===== src/rtl/clk_div_bank_if.sv =====
// Request/status bundle for clk_div_bank: per-channel mode requests in,
// generated square waves and mode status out.
interface clk_div_bank_if #(
  parameter int NCH    = 2,
  parameter int PROG_W = 3
) ();

  logic [NCH-1:0]        update;
  logic [NCH*PROG_W-1:0] prog_in;
  logic                  clk_fast;
  logic [NCH-1:0]        clk_slow;
  logic [NCH*PROG_W-1:0] prog_out;
  logic [NCH-1:0]        pending;

  modport master (
    output update, prog_in,
    input  clk_fast, clk_slow, prog_out, pending
  );

  modport slave (
    input  update, prog_in,
    output clk_fast, clk_slow, prog_out, pending
  );

endinterface


===== src/rtl/clk_div_bank.sv =====
// Multi-channel clock generator: one fast square wave plus NCH slow waves at fast/2^mode,
// with glitch-free mode changes. Define DCM_SYNC_IN_EN to add a 2-flop synchronizer on update.
module clk_div_bank #(
  parameter int BASE_HALF = 5_000_000,
  parameter int NCH       = 2,
  parameter int PROG_W    = 3,
  parameter int RST_MODE  = 0
) (
  input  logic          clk,
  input  logic          rst,
  clk_div_bank_if.slave bus
);

  localparam int CNT_W = (BASE_HALF > 1) ? $clog2(BASE_HALF) : 1;
  localparam int H_W   = (1 << PROG_W) - 1;

  localparam logic [CNT_W-1:0]  CNT_LAST = CNT_W'(BASE_HALF - 1);
  localparam logic [PROG_W-1:0] MODE_RST = PROG_W'(RST_MODE);

  typedef logic [PROG_W-1:0] mode_t;
  typedef logic [H_W-1:0]    hcnt_t;

  // Shared timebase
  logic [CNT_W-1:0] base_cnt;
  logic             tick;
  logic             fast_q;

  // Request path
  logic [NCH-1:0] upd_s;
  logic [NCH-1:0] upd_q;
  logic [NCH-1:0] rise;

  // Per-channel state and decode
  mode_t [NCH-1:0] mode_q;
  mode_t [NCH-1:0] pend_mode_q;
  mode_t [NCH-1:0] req_mode;
  hcnt_t [NCH-1:0] h_q;
  hcnt_t [NCH-1:0] h_end;
  logic  [NCH-1:0] slow_q;
  logic  [NCH-1:0] pend_q;
  logic  [NCH-1:0] h_last;
  logic  [NCH-1:0] toggle;
  logic  [NCH-1:0] apply;

  // ---------------------------------------------------------------------------
  // Base counter and fast clock
  // ---------------------------------------------------------------------------
  assign tick = (base_cnt == CNT_LAST);

  // NOTE: state registers use non-blocking assignments so every flop samples
  // the pre-edge values of its neighbours, independent of statement order.
  always_ff @(posedge clk or posedge rst) begin
    if (rst) begin
      base_cnt <= '0;
      fast_q   <= 1'b0;
    end else if (tick) begin
      base_cnt <= '0;
      fast_q   <= ~fast_q;
    end else begin
      base_cnt <= base_cnt + CNT_W'(1);
    end
  end

  // ---------------------------------------------------------------------------
  // Request synchronisation and rising-edge detection
  // ---------------------------------------------------------------------------
`ifdef DCM_SYNC_IN_EN
  logic [NCH-1:0] sync_1;
  logic [NCH-1:0] sync_2;

  always_ff @(posedge clk or posedge rst) begin
    if (rst) begin
      sync_1 <= '0;
      sync_2 <= '0;
    end else begin
      sync_1 <= bus.update;
      sync_2 <= sync_1;
    end
  end

  assign upd_s = sync_2;
`else
  assign upd_s = bus.update;
`endif

  // upd_q resets low, so an update held high across reset still counts once.
  always_ff @(posedge clk or posedge rst) begin
    if (rst) begin
      upd_q <= '0;
    end else begin
      upd_q <= upd_s;
    end
  end

  assign rise = upd_s & ~upd_q;

  // ---------------------------------------------------------------------------
  // Per-channel decode
  // ---------------------------------------------------------------------------
  // NOTE: every output of this block is written for every channel on every
  // evaluation, so no path can leave a stale value and no latch is inferred.
  always_comb begin
    for (int i = 0; i < NCH; i++) begin
      req_mode[i] = bus.prog_in[i*PROG_W +: PROG_W];
      h_end[i]    = ~({H_W{1'b1}} << mode_q[i]);
      h_last[i]   = (h_q[i] == h_end[i]);
      toggle[i]   = tick & h_last[i];
      apply[i]    = toggle[i] & slow_q[i];
    end
  end

  // ---------------------------------------------------------------------------
  // Per-channel counters, outputs and mode hand-over
  // ---------------------------------------------------------------------------
  // NOTE: the pending-mode registers are reset along with everything else;
  // pending is cleared on reset, but a defined value keeps reset state fully
  // deterministic and costs nothing for a handful of flops.
  always_ff @(posedge clk or posedge rst) begin
    if (rst) begin
      h_q         <= '0;
      slow_q      <= '0;
      pend_q      <= '0;
      pend_mode_q <= '0;
      mode_q      <= {NCH{MODE_RST}};
    end else begin
      for (int i = 0; i < NCH; i++) begin
        if (tick) begin
          if (h_last[i]) begin
            slow_q[i] <= ~slow_q[i];
            h_q[i]    <= '0;
          end else begin
            h_q[i] <= h_q[i] + H_W'(1);
          end
        end

        // A mode only changes on the high-to-low edge, so the new half-period
        // always starts from a clean low phase.
        if (apply[i]) begin
          if (rise[i]) begin
            mode_q[i] <= req_mode[i];
          end else if (pend_q[i]) begin
            mode_q[i] <= pend_mode_q[i];
          end
          pend_q[i] <= 1'b0;
        end else if (rise[i]) begin
          pend_mode_q[i] <= req_mode[i];
          pend_q[i]      <= 1'b1;
        end
      end
    end
  end

  // ---------------------------------------------------------------------------
  // Outputs
  // ---------------------------------------------------------------------------
  assign bus.clk_fast = fast_q;
  assign bus.clk_slow = slow_q;
  assign bus.prog_out = mode_q;
  assign bus.pending  = pend_q;

  // ---------------------------------------------------------------------------
  // Design invariants
  // ---------------------------------------------------------------------------
  for (genvar g = 0; g < NCH; g++) begin : g_inv
    a_h_in_range : assert property (@(posedge clk) disable iff (rst)
      h_q[g] <= h_end[g]);

    a_apply_clears_pending : assert property (@(posedge clk) disable iff (rst)
      apply[g] |=> !pend_q[g]);

    a_slow_only_on_tick : assert property (@(posedge clk) disable iff (rst)
      !tick |=> $stable(slow_q[g]));
  end

  a_fast_only_on_tick : assert property (@(posedge clk) disable iff (rst)
    !tick |=> $stable(fast_q));

endmodule

===== src/flat_wrapper.sv =====
// flat-port wrapper written by rule: the top's interface ports become plain ports
module clk_div_bank_flat 
#(
  parameter int BASE_HALF = 5_000_000,
  parameter int NCH       = 2,
  parameter int PROG_W    = 3,
  parameter int RST_MODE  = 0
)
  (clk, rst, bus_update, bus_prog_in, bus_clk_fast, bus_clk_slow, bus_prog_out, bus_pending);
  clk_div_bank_if #(.NCH(NCH), .PROG_W(PROG_W)) bus_i ();
  input  logic clk;
  input  logic rst;
  input wire logic [$bits(bus_i.update)-1:0] bus_update;
  input wire logic [$bits(bus_i.prog_in)-1:0] bus_prog_in;
  output wire logic [$bits(bus_i.clk_fast)-1:0] bus_clk_fast;
  output wire logic [$bits(bus_i.clk_slow)-1:0] bus_clk_slow;
  output wire logic [$bits(bus_i.prog_out)-1:0] bus_prog_out;
  output wire logic [$bits(bus_i.pending)-1:0] bus_pending;
  assign bus_i.update = bus_update;
  assign bus_i.prog_in = bus_prog_in;
  assign bus_clk_fast = bus_i.clk_fast;
  assign bus_clk_slow = bus_i.clk_slow;
  assign bus_prog_out = bus_i.prog_out;
  assign bus_pending = bus_i.pending;
  clk_div_bank #(.BASE_HALF(BASE_HALF), .NCH(NCH), .PROG_W(PROG_W), .RST_MODE(RST_MODE)) u_core (.clk(clk), .rst(rst), .bus(bus_i));
endmodule

===== config.mk =====
export PLATFORM = sky130hd
export DESIGN_NAME = clk_div_bank_flat
export DESIGN_NICKNAME = d
export VERILOG_FILES = /design/src/rtl/clk_div_bank_if.sv /design/src/rtl/clk_div_bank.sv /design/src/flat_wrapper.sv
export SDC_FILE = /design/constraint.sdc
export NUM_CORES = 1
export LEC_CHECK = 0
export ABC_AREA = 1
export BUFFER_PORTS_ARGS = -buffer_cell sky130_fd_sc_hd__buf_2
export CAP_MARGIN = 20
export CORE_MARGIN = 1.5
export CORE_UTILIZATION = 35
export DETAILED_ROUTE_END_ITERATION = 8
export GPL_ROUTABILITY_DRIVEN = 1
export GPL_TIMING_DRIVEN = 0
export PLACE_DENSITY = 0.5
export SYNTH_ARGS = -nofsm -noshare
export SYNTH_HDL_FRONTEND = slang
export SYNTH_SLANG_ARGS = --single-unit
export TNS_END_PERCENT = 100

===== constraint.sdc =====
create_clock -name clk -period 1.9 [get_ports clk]
set_input_delay 0.095 -clock clk [delete_from_list [all_inputs] [get_ports clk]]
set_output_delay 0.095 -clock clk [all_outputs]
set_load 0.005 [all_outputs]

==> summary.md, run 1 <==
## Status
• outcome: finished, final reports clean

## Synthesis
• adder and majority cell fraction of the synthesized area: 1.08%
• area fraction in and, or, nand and nor cells after synthesis: 39.8%
• compound-gate portion of the synthesized area: 3.72%
• leading area contributor after synthesis: sky130_fd_sc_hd__dfrtp_1
• library cell with the highest instance count after synthesis: sky130_fd_sc_hd__nand2_1
• top cells by area, synth: sky130_fd_sc_hd__dfrtp_1, sky130_fd_sc_hd__nand2_1, sky130_fd_sc_hd__inv_1, sky130_fd_sc_hd__nand3_1, sky130_fd_sc_hd__nor2_1
• sequential-to-total area share from yosys stat: 40.5%
• Synth Area per Inst: 7.24 µm²
• proportion of synthesized area in mux cells: 0%
• asr flop ratio synth: 100%
• number of flops mapped to enable cells by yosys: 0
• mapped cell area: 0.00346 mm²
• unique cell type count in the Yosys netlist: 31
• #FFs+latches synth: 56
• dominant combinational cell family by area after synthesis: simple AND/OR/NAND/NOR gates
• post-synthesis xor/xnor area fraction: 5.57%
• net count after synthesis: 491
• most instantiated flip-flop cell in the synthesis netlist: sky130_fd_sc_hd__dfrtp_1
• top cell type's share of synthesized area: 40.5%
• Yosys warning count: 0
• cell types with the highest counts after synthesis: sky130_fd_sc_hd__nand2_1, sky130_fd_sc_hd__inv_1, sky130_fd_sc_hd__dfrtp_1
• Post-Synthesis Cells: 478

## Route
• Iter 0 DRT Violations: 151
• number of iterations in the first detailed-routing pass: 4
• total wire length: 7.62 mm
• vias per inst: 4.64
• detailed-route via count: 3,015
• number of remaining DRC errors: 0
• Antenna Violating Nets Remaining: 0
• WL/cell: 11.7 µm

## Worst setup path
• required time of the critical path: 2.14 ns
• flop-to-flop setup slack: 0.15 ns
• endpoint type of the worst setup path: flip-flop
• data arrival time of the critical path: 1.99 ns
• highest fanout seen on the critical path: 10
• kind of critical path: reg2reg
• startpoint types: flip-flop

## Clock tree
• clock tree root driver cell: sky130_fd_sc_hd__clkbuf_8
• clock insertion delay at the later pin of the skew report: 0.33 ns
• maximum level of the CTS H-tree: 2
• clock sink count: 56
• clock buffers created by TritonCTS: 5
• clock tree buffer depth: 2
• clock transition at the register clock pins on the worst setup and hold paths after CTS: 0.11 ns
• TritonCTS clock tree: done

## Final layout
• Total Nets Final: 529
• Post-Route Utilization: 40.7%
• diodes inserted: 0
• area growth from synthesis to final layout: 13.9%
• fraction of final layout cells with drive strength greater than 1: 13.2%

## Global routing
• initial antenna violation count: 0
• largest net degree at the start of global routing: 37
• global route overflow: 0
• global-route wire length before repair: 13.0 mm
• Tot GR Track Use: 15.7%
• via count of the first global-routing pass: 2,804

## Timing
• Final period util: 92.2%
• pin slew with the least headroom to its limit: 0.545 ns
• worst slew slack as a fraction of its limit: 63.5%
• Max Clock Skew: 0.0156 ns
• final hold violation count: 0
• worst hold margin: 0.00963 ns
• accumulated negative setup slack: 0 ns
• maximum clock rate: 571 MHz
• count of final setup violators: 0
• number of slew-limit violations in the final report: 0
• Min Clock Period, post-route: 1.75 ns

## Floorplanning
• top-level port count: 21
• Die Ht: 102 µm
• horizontal die dimension: 102 µm
• area inside the core boundary: 0.00968 mm²
• site row count: 36
• floorplan die area: 0.0105 mm²
• Initial Util: 35.7%

## Placed design
• hpwl dp: 5.69 mm
• RePlAce Congestion: 0.831
• IO buf count: 20

## Power
• total power density per cell area: 509 mW/mm²
• share of total power consumed by net switching: 24.9%
• switching power total: 0.500 mW
• VDD IR-drop max: 0.000227 V
• cell-internal power: 1.51 mW
• Pleak: 2.11 nW
• Clock power frac: 34.8%
• register share of total power: 60.6%
• Comb pwr share: 4.6%

## Flow run
• MaxCap Viol Count: 0

## Worst hold path
• Tightest Hold Check Type: in2reg

[placed cells by master (no fill, tap or decap), types with 2 or more instances in the layout]
cell | synthesis | routed
sky130_fd_sc_hd__nand2_1 | 146 | 146
sky130_fd_sc_hd__inv_1 | 66 | 65
sky130_fd_sc_hd__dfrtp_1 | 56 | 56
sky130_fd_sc_hd__nor2_1 | 45 | 44
sky130_fd_sc_hd__nand3_1 | 44 | 44
sky130_fd_sc_hd__buf_2 | 2 | 22
sky130_fd_sc_hd__nand4_1 | 22 | 22
sky130_fd_sc_hd__xor2_1 | 17 | 17
sky130_fd_sc_hd__o21ai_0 | 16 | 16
sky130_fd_sc_hd__nor3_1 | 12 | 12
sky130_fd_sc_hd__nor2_2 | 6 | 7
sky130_fd_sc_hd__dlygate4sd3_1 | 0 | 7
sky130_fd_sc_hd__xnor2_1 | 5 | 5
sky130_fd_sc_hd__a21oi_1 | 5 | 5
sky130_fd_sc_hd__clkbuf_8 | 0 | 5
sky130_fd_sc_hd__nand2_2 | 4 | 4
sky130_fd_sc_hd__inv_2 | 3 | 4
sky130_fd_sc_hd__nand3_4 | 2 | 3
sky130_fd_sc_hd__nor2_4 | 3 | 3
sky130_fd_sc_hd__buf_6 | 3 | 3
sky130_fd_sc_hd__or2_2 | 3 | 3
sky130_fd_sc_hd__buf_4 | 0 | 3
sky130_fd_sc_hd__clkbuf_1 | 2 | 2
sky130_fd_sc_hd__nand3_2 | 3 | 2
sky130_fd_sc_hd__inv_6 | 1 | 2
sky130_fd_sc_hd__nand3b_1 | 2 | 2
sky130_fd_sc_hd__ha_1 | 3 | 2
[through the flow]
stage	power [mW]	area [µm²]	worst slack, ns	std cells
floorplan	1.29	3460	0.291	478
global placement	1.32	3730	-0.392	631
detailed placement	1.33	3750	0.0327	632
CTS	2.03	3900	0.0214	646
global route	2.10	3940	-0.00194	650
finish	2.01	3940	0.148	650
[power groups by stage]
stage,Sequential (mW),Combinational [mW],Clock [mW]
6_report,1.22,0.0921,0.698
3_3_place_gp,1.24,0.0774,0
4_1_cts,1.22,0.0933,0.723
5_1_grt,1.22,0.109,0.771
2_1_floorplan,1.24,0.0528,0
3_5_place_dp,1.24,0.0841,0
[worst max-delay path, cell delays in order, from the launching register on]
cell and delay (ns):
sky130_fd_sc_hd__dfrtp_1 0.38, sky130_fd_sc_hd__ha_2 0.22, sky130_fd_sc_hd__nand3_4 0.13, sky130_fd_sc_hd__nor2_2 0.16
sky130_fd_sc_hd__nand2_1 0.07, sky130_fd_sc_hd__nor2_2 0.11, sky130_fd_sc_hd__buf_6 0.18, sky130_fd_sc_hd__inv_6 0.05
sky130_fd_sc_hd__nor2_8 0.16, sky130_fd_sc_hd__nand3_4 0.08, sky130_fd_sc_hd__nand2_1 0.07, sky130_fd_sc_hd__nand2_1 0.05
[registers in the layout, indices dropped and copies added (netlist names)]
signal and count:
u_core.base_cnt 23, u_core.h_q 14, u_core.bus.pending 2, u_core.bus.prog_out 6
u_core.upd_q 2, u_core.pend_mode_q 6, u_core.bus.clk_fast 1, u_core.bus.clk_slow 2
[area by class of cell]
cell class                 instances  area (µm²)
clock buffer                       5        68.8
fill                            1033        5740
inverter                          70         268
buffer                             8        56.3
sequential                        56        1400
timing repair buffer              31         213
tap                              133         166
multi-input combinational        344        1750
clock inverter                     3        21.3
[path summary, 6_finish.rpt]
| check | from | end | cells past startpoint |
|---|---|---|---|
| max | u_core.base_cnt[1]$_DFF_PP0_ | u_core.bus.prog_out[0]$_DFFE_PP0P_ | 11 |
| min | bus_prog_in[5] | u_core.pend_mode_q[5]$_DFFE_PP0P_ | 3 |
| max reg2reg | u_core.base_cnt[1]$_DFF_PP0_ | u_core.bus.prog_out[0]$_DFFE_PP0P_ | 11 |
| min reg2reg | u_core.base_cnt[22]$_DFF_PP0_ | u_core.base_cnt[22]$_DFF_PP0_ | 1 |
| max in group asynchronous | rst | u_core.base_cnt[9]$_DFF_PP0_ | 4 |
| min in group asynchronous | rst | u_core.upd_q[1]$_DFF_PP0_ | 3 |
[routing by layer]
| layer | global-route usage (%) | vias up | part of all wire, % |
|---|---|---|---|
| li1 | - | 1583 | - |
| met1 | 21.2 | 1386 | 51 |
| met2 | 25.7 | 39 | 46 |
| met3 | 3.01 | 7 | 2.7 |
| met4 | 4.43 | 0 | 1.2 |
| met5 | 0 | - | 0 |
[cell families after synthesis]
kind of cell | after synthesis
flops | 56
fa+ha+maj | 3
buf+inv | 78
xor+xnor | 22
compound gates | 24
simple gates | 295
[timing repair]
action,in CTS,in global routing
buffers inserted,0,3
endpoints found under the hold margin,25,1
hold buffers,6,1
resized for setup,0,3
endpoints found under the setup margin,0,28
No activity file was read; power rests on OpenSTA's default activity.
==> run 2, diff against run 1 <==
- CORE_UTILIZATION: 35 -> 60
- PLACE_DENSITY: 0.5 -> 0.84
==> run 2 against run 1 <==
  * Clock-buffer cell count unchanged
  * Final cell count down 10%
  * Sequential cell count did not move
  * Design area shrank 1.7%
  * Clock power up 16%
  * Largest cell class unchanged
  * Critical path depth down 2
  * Non-clock buffer count decreased by 4
==> summary.md, run 2 (synthesis gave the netlist of run 1 again) <==
## Global routing
• initial antenna violation count: 0, unchanged
• global-route wire length before repair: 12.7 mm, was 13.0 mm
• via count of the first global-routing pass: 2,857, was 2,804
• Tot GR Track Use: 25.5%, was 15.7%
• global route overflow: 0, unchanged
• largest net degree at the start of global routing: 36, was 37

## Floorplanning
• site row count: 27, was 36
• floorplan die area: 0.00623 mm², was 0.0105 mm²
• Die Ht: 79.0 µm, was 102 µm
• top-level port count: 21, unchanged
• Initial Util: 62.5%, was 35.7%
• horizontal die dimension: 79.0 µm, was 102 µm
• area inside the core boundary: 0.00554 mm², was 0.00968 mm²

## Power
• register share of total power: 57.6%, was 60.6%
• total power density per cell area: 545 mW/mm², was 509 mW/mm²
• Clock power frac: 38.3%, was 34.8%
• Pleak: 2.12 nW, was 2.11 nW
• VDD IR-drop max: 0.000316 V, was 0.000227 V
• switching power total: 0.476 mW, was 0.500 mW
• cell-internal power: 1.64 mW, was 1.51 mW
• sum of internal, switching and leakage power: 2.11 mW, was 2.01 mW
• share of total power consumed by net switching: 22.5%, was 24.9%
• Comb pwr share: 4.1%, was 4.6%

## Worst setup path
• required time of the critical path: 2.09 ns, was 2.14 ns
• kind of critical path: reg2reg, unchanged
• flop-to-flop setup slack: 0.17 ns, was 0.15 ns
• startpoint types: flip-flop, unchanged
• highest fanout seen on the critical path: 10, unchanged
• data arrival time of the critical path: 1.92 ns, was 1.99 ns
• R2R cell count: 9, was 11
• endpoint type of the worst setup path: flip-flop, unchanged

## Clock tree
• TritonCTS clock tree: done, unchanged
• clock transition at the register clock pins on the worst setup and hold paths after CTS: 0.11 ns, about the same
• clock buffers created by TritonCTS: 5, unchanged
• maximum level of the CTS H-tree: 2, unchanged
• clock tree root driver cell: sky130_fd_sc_hd__clkbuf_8, unchanged
• clock sink count: 56, unchanged
• clock insertion delay at the later pin of the skew report: 0.31 ns, was 0.33 ns
• clock tree buffer depth: 2, unchanged

## Route
• vias per inst: 5.44, was 4.64
• detailed-route via count: 3,185, was 3,015
• Antenna Violating Nets Remaining: 0, unchanged
• total wire length: 7.32 mm, was 7.62 mm
• Iter 0 DRT Violations: 246, was 151
• WL/cell: 12.5 µm, was 11.7 µm
• number of iterations in the first detailed-routing pass: 5, was 4
• number of remaining DRC errors: 0, unchanged

## Final layout
• diodes inserted: 0, unchanged
• number of inserted filler cells in the final layout: 469, was 1,033
• Total Nets Final: 525, was 529
• leading cell type in the layout, fill and taps excluded: sky130_fd_sc_hd__nand2_1, unchanged
• post-route insts no fill: 585, was 650
• area taken by multi-input logic gates: 0.00177 mm², was 0.00175 mm²
• Register Area: 0.00140 mm², unchanged
• highest-count cells in the layout ignoring fill and taps: sky130_fd_sc_hd__nand2_1, sky130_fd_sc_hd__inv_1, sky130_fd_sc_hd__dfrtp_1, unchanged
• Largest regs: u_core.base_cnt (23), u_core.h_q (14), unchanged
• fraction of final layout cells with drive strength greater than 1: 13.1%, was 13.2%
• area growth from synthesis to final layout: 12.0%, was 13.9%
• Largest register FFs: 23, unchanged
• register with the highest flop count: u_core.base_cnt, unchanged

## Timing
• Max Clock Skew: 0.00677 ns, was 0.0156 ns
• worst slew slack as a fraction of its limit: 64.9%, was 63.5%
• final hold violation count: 0, unchanged
• worst setup margin: 0.170 ns, was 0.148 ns
• Final period util: 91.1%, was 92.2%
• maximum clock rate: 578 MHz, was 571 MHz
• pin slew with the least headroom to its limit: 0.524 ns, was 0.545 ns
• count of final setup violators: 0, unchanged
• Min Clock Period, post-route: 1.73 ns, was 1.75 ns
• worst hold margin: 0.0143 ns, was 0.00963 ns
• number of slew-limit violations in the final report: 0, unchanged

## Placed design
• hpwl dp: 5.41 mm, was 5.69 mm
• RePlAce Congestion: 0.914, was 0.831
• IO buf count: 20, unchanged
• DP Worst Slack: 0.0918 ns, was 0.0327 ns
• Post-Place Cells: 571, was 632

## Worst hold path
• Tightest Hold Check Type: in2reg, unchanged
• Cells on Worst Hold Path: 3, unchanged

## Flow run
• MaxCap Viol Count: 0, unchanged

## Status
• outcome: finished, final reports clean, unchanged

run 2: cell count changes in the layout (fill, tap and decap cells not counted), sizes merged:
| cell | change |
|---|---|
| dlygate4sd3 | -4 |
| bufinv | +1 |
| clkinv | -1 |
run 2: metrics by stage:
step           util [%]  area, µm²  TNS (ns)
6_report           70.0       3880         0
5_1_grt            70.0       3880   -0.0311
4_1_cts            68.9       3820         0
3_5_place_dp       66.3       3670         0
3_3_place_gp       65.9       3650    -12.69
2_1_floorplan         -       3460         0
run 2: critical path, cell delays in order, from the launching register on:
cell and delay, ns:
sky130_fd_sc_hd__dfrtp_1 0.40, sky130_fd_sc_hd__buf_2 0.18, sky130_fd_sc_hd__nor2_1 0.18, sky130_fd_sc_hd__nand2_1 0.07
sky130_fd_sc_hd__nand2_1 0.08, sky130_fd_sc_hd__nand2_1 0.08, sky130_fd_sc_hd__nor3_1 0.21, sky130_fd_sc_hd__nand2_1 0.18
sky130_fd_sc_hd__nand3b_1 0.12, sky130_fd_sc_hd__o21ai_0 0.09
run 2: routing by layer:
metal | GRT usage (%) | share of wire [%] | routed length (µm)
met1 | 33.8 | 44 | 3240
met2 | 42.6 | 49 | 3600
met3 | 3.91 | 5.2 | 378
met4 | 8.95 | 1.4 | 101
met5 | 0 | 0 | 0
run 2: final cells by class:
cell class	instances	area share, %
plain buffers	8	1.45
clock buffers	5	1.77
clock inverters	3	1.19
inverters	70	6.91
multi-input cells	344	45.8
flip-flops and latches	56	36.1
well taps	72	2.32
repair buffers	27	4.45
run 2: timing repair:
action,in CTS,in global routing
endpoints found under the hold margin,23,0
gates resized for setup,0,7
hold buffers,3,0
setup buffers,0,3
endpoints found under the setup margin,0,25
run 2: worst paths after layout:
path / start / endpoint
setup / recovery: u_core.bus.prog_out[5]$_DFFE_PP0P_ / u_core.h_q[10]$_DFFE_PP0N_
hold / removal: bus_prog_in[3] / u_core.pend_mode_q[3]$_DFFE_PP0P_
setup reg to reg: u_core.bus.prog_out[5]$_DFFE_PP0P_ / u_core.h_q[10]$_DFFE_PP0N_
hold reg to reg: u_core.bus.clk_fast$_DFFE_PP0N_ / u_core.bus.clk_fast$_DFFE_PP0N_
max in group asynchronous: rst / u_core.base_cnt[22]$_DFF_PP0_
min in group asynchronous: rst / u_core.h_q[12]$_DFFE_PP0N_
run 2: power groups by stage:
stage / sequential, mW / combinational (mW) / clock, mW
floorplan: 1.24 / 0.0528 / 0
global placement: 1.24 / 0.0752 / 0
detailed placement: 1.24 / 0.0840 / 0
CTS: 1.22 / 0.0883 / 0.829
global route: 1.22 / 0.102 / 0.870
finish: 1.22 / 0.0864 / 0.809
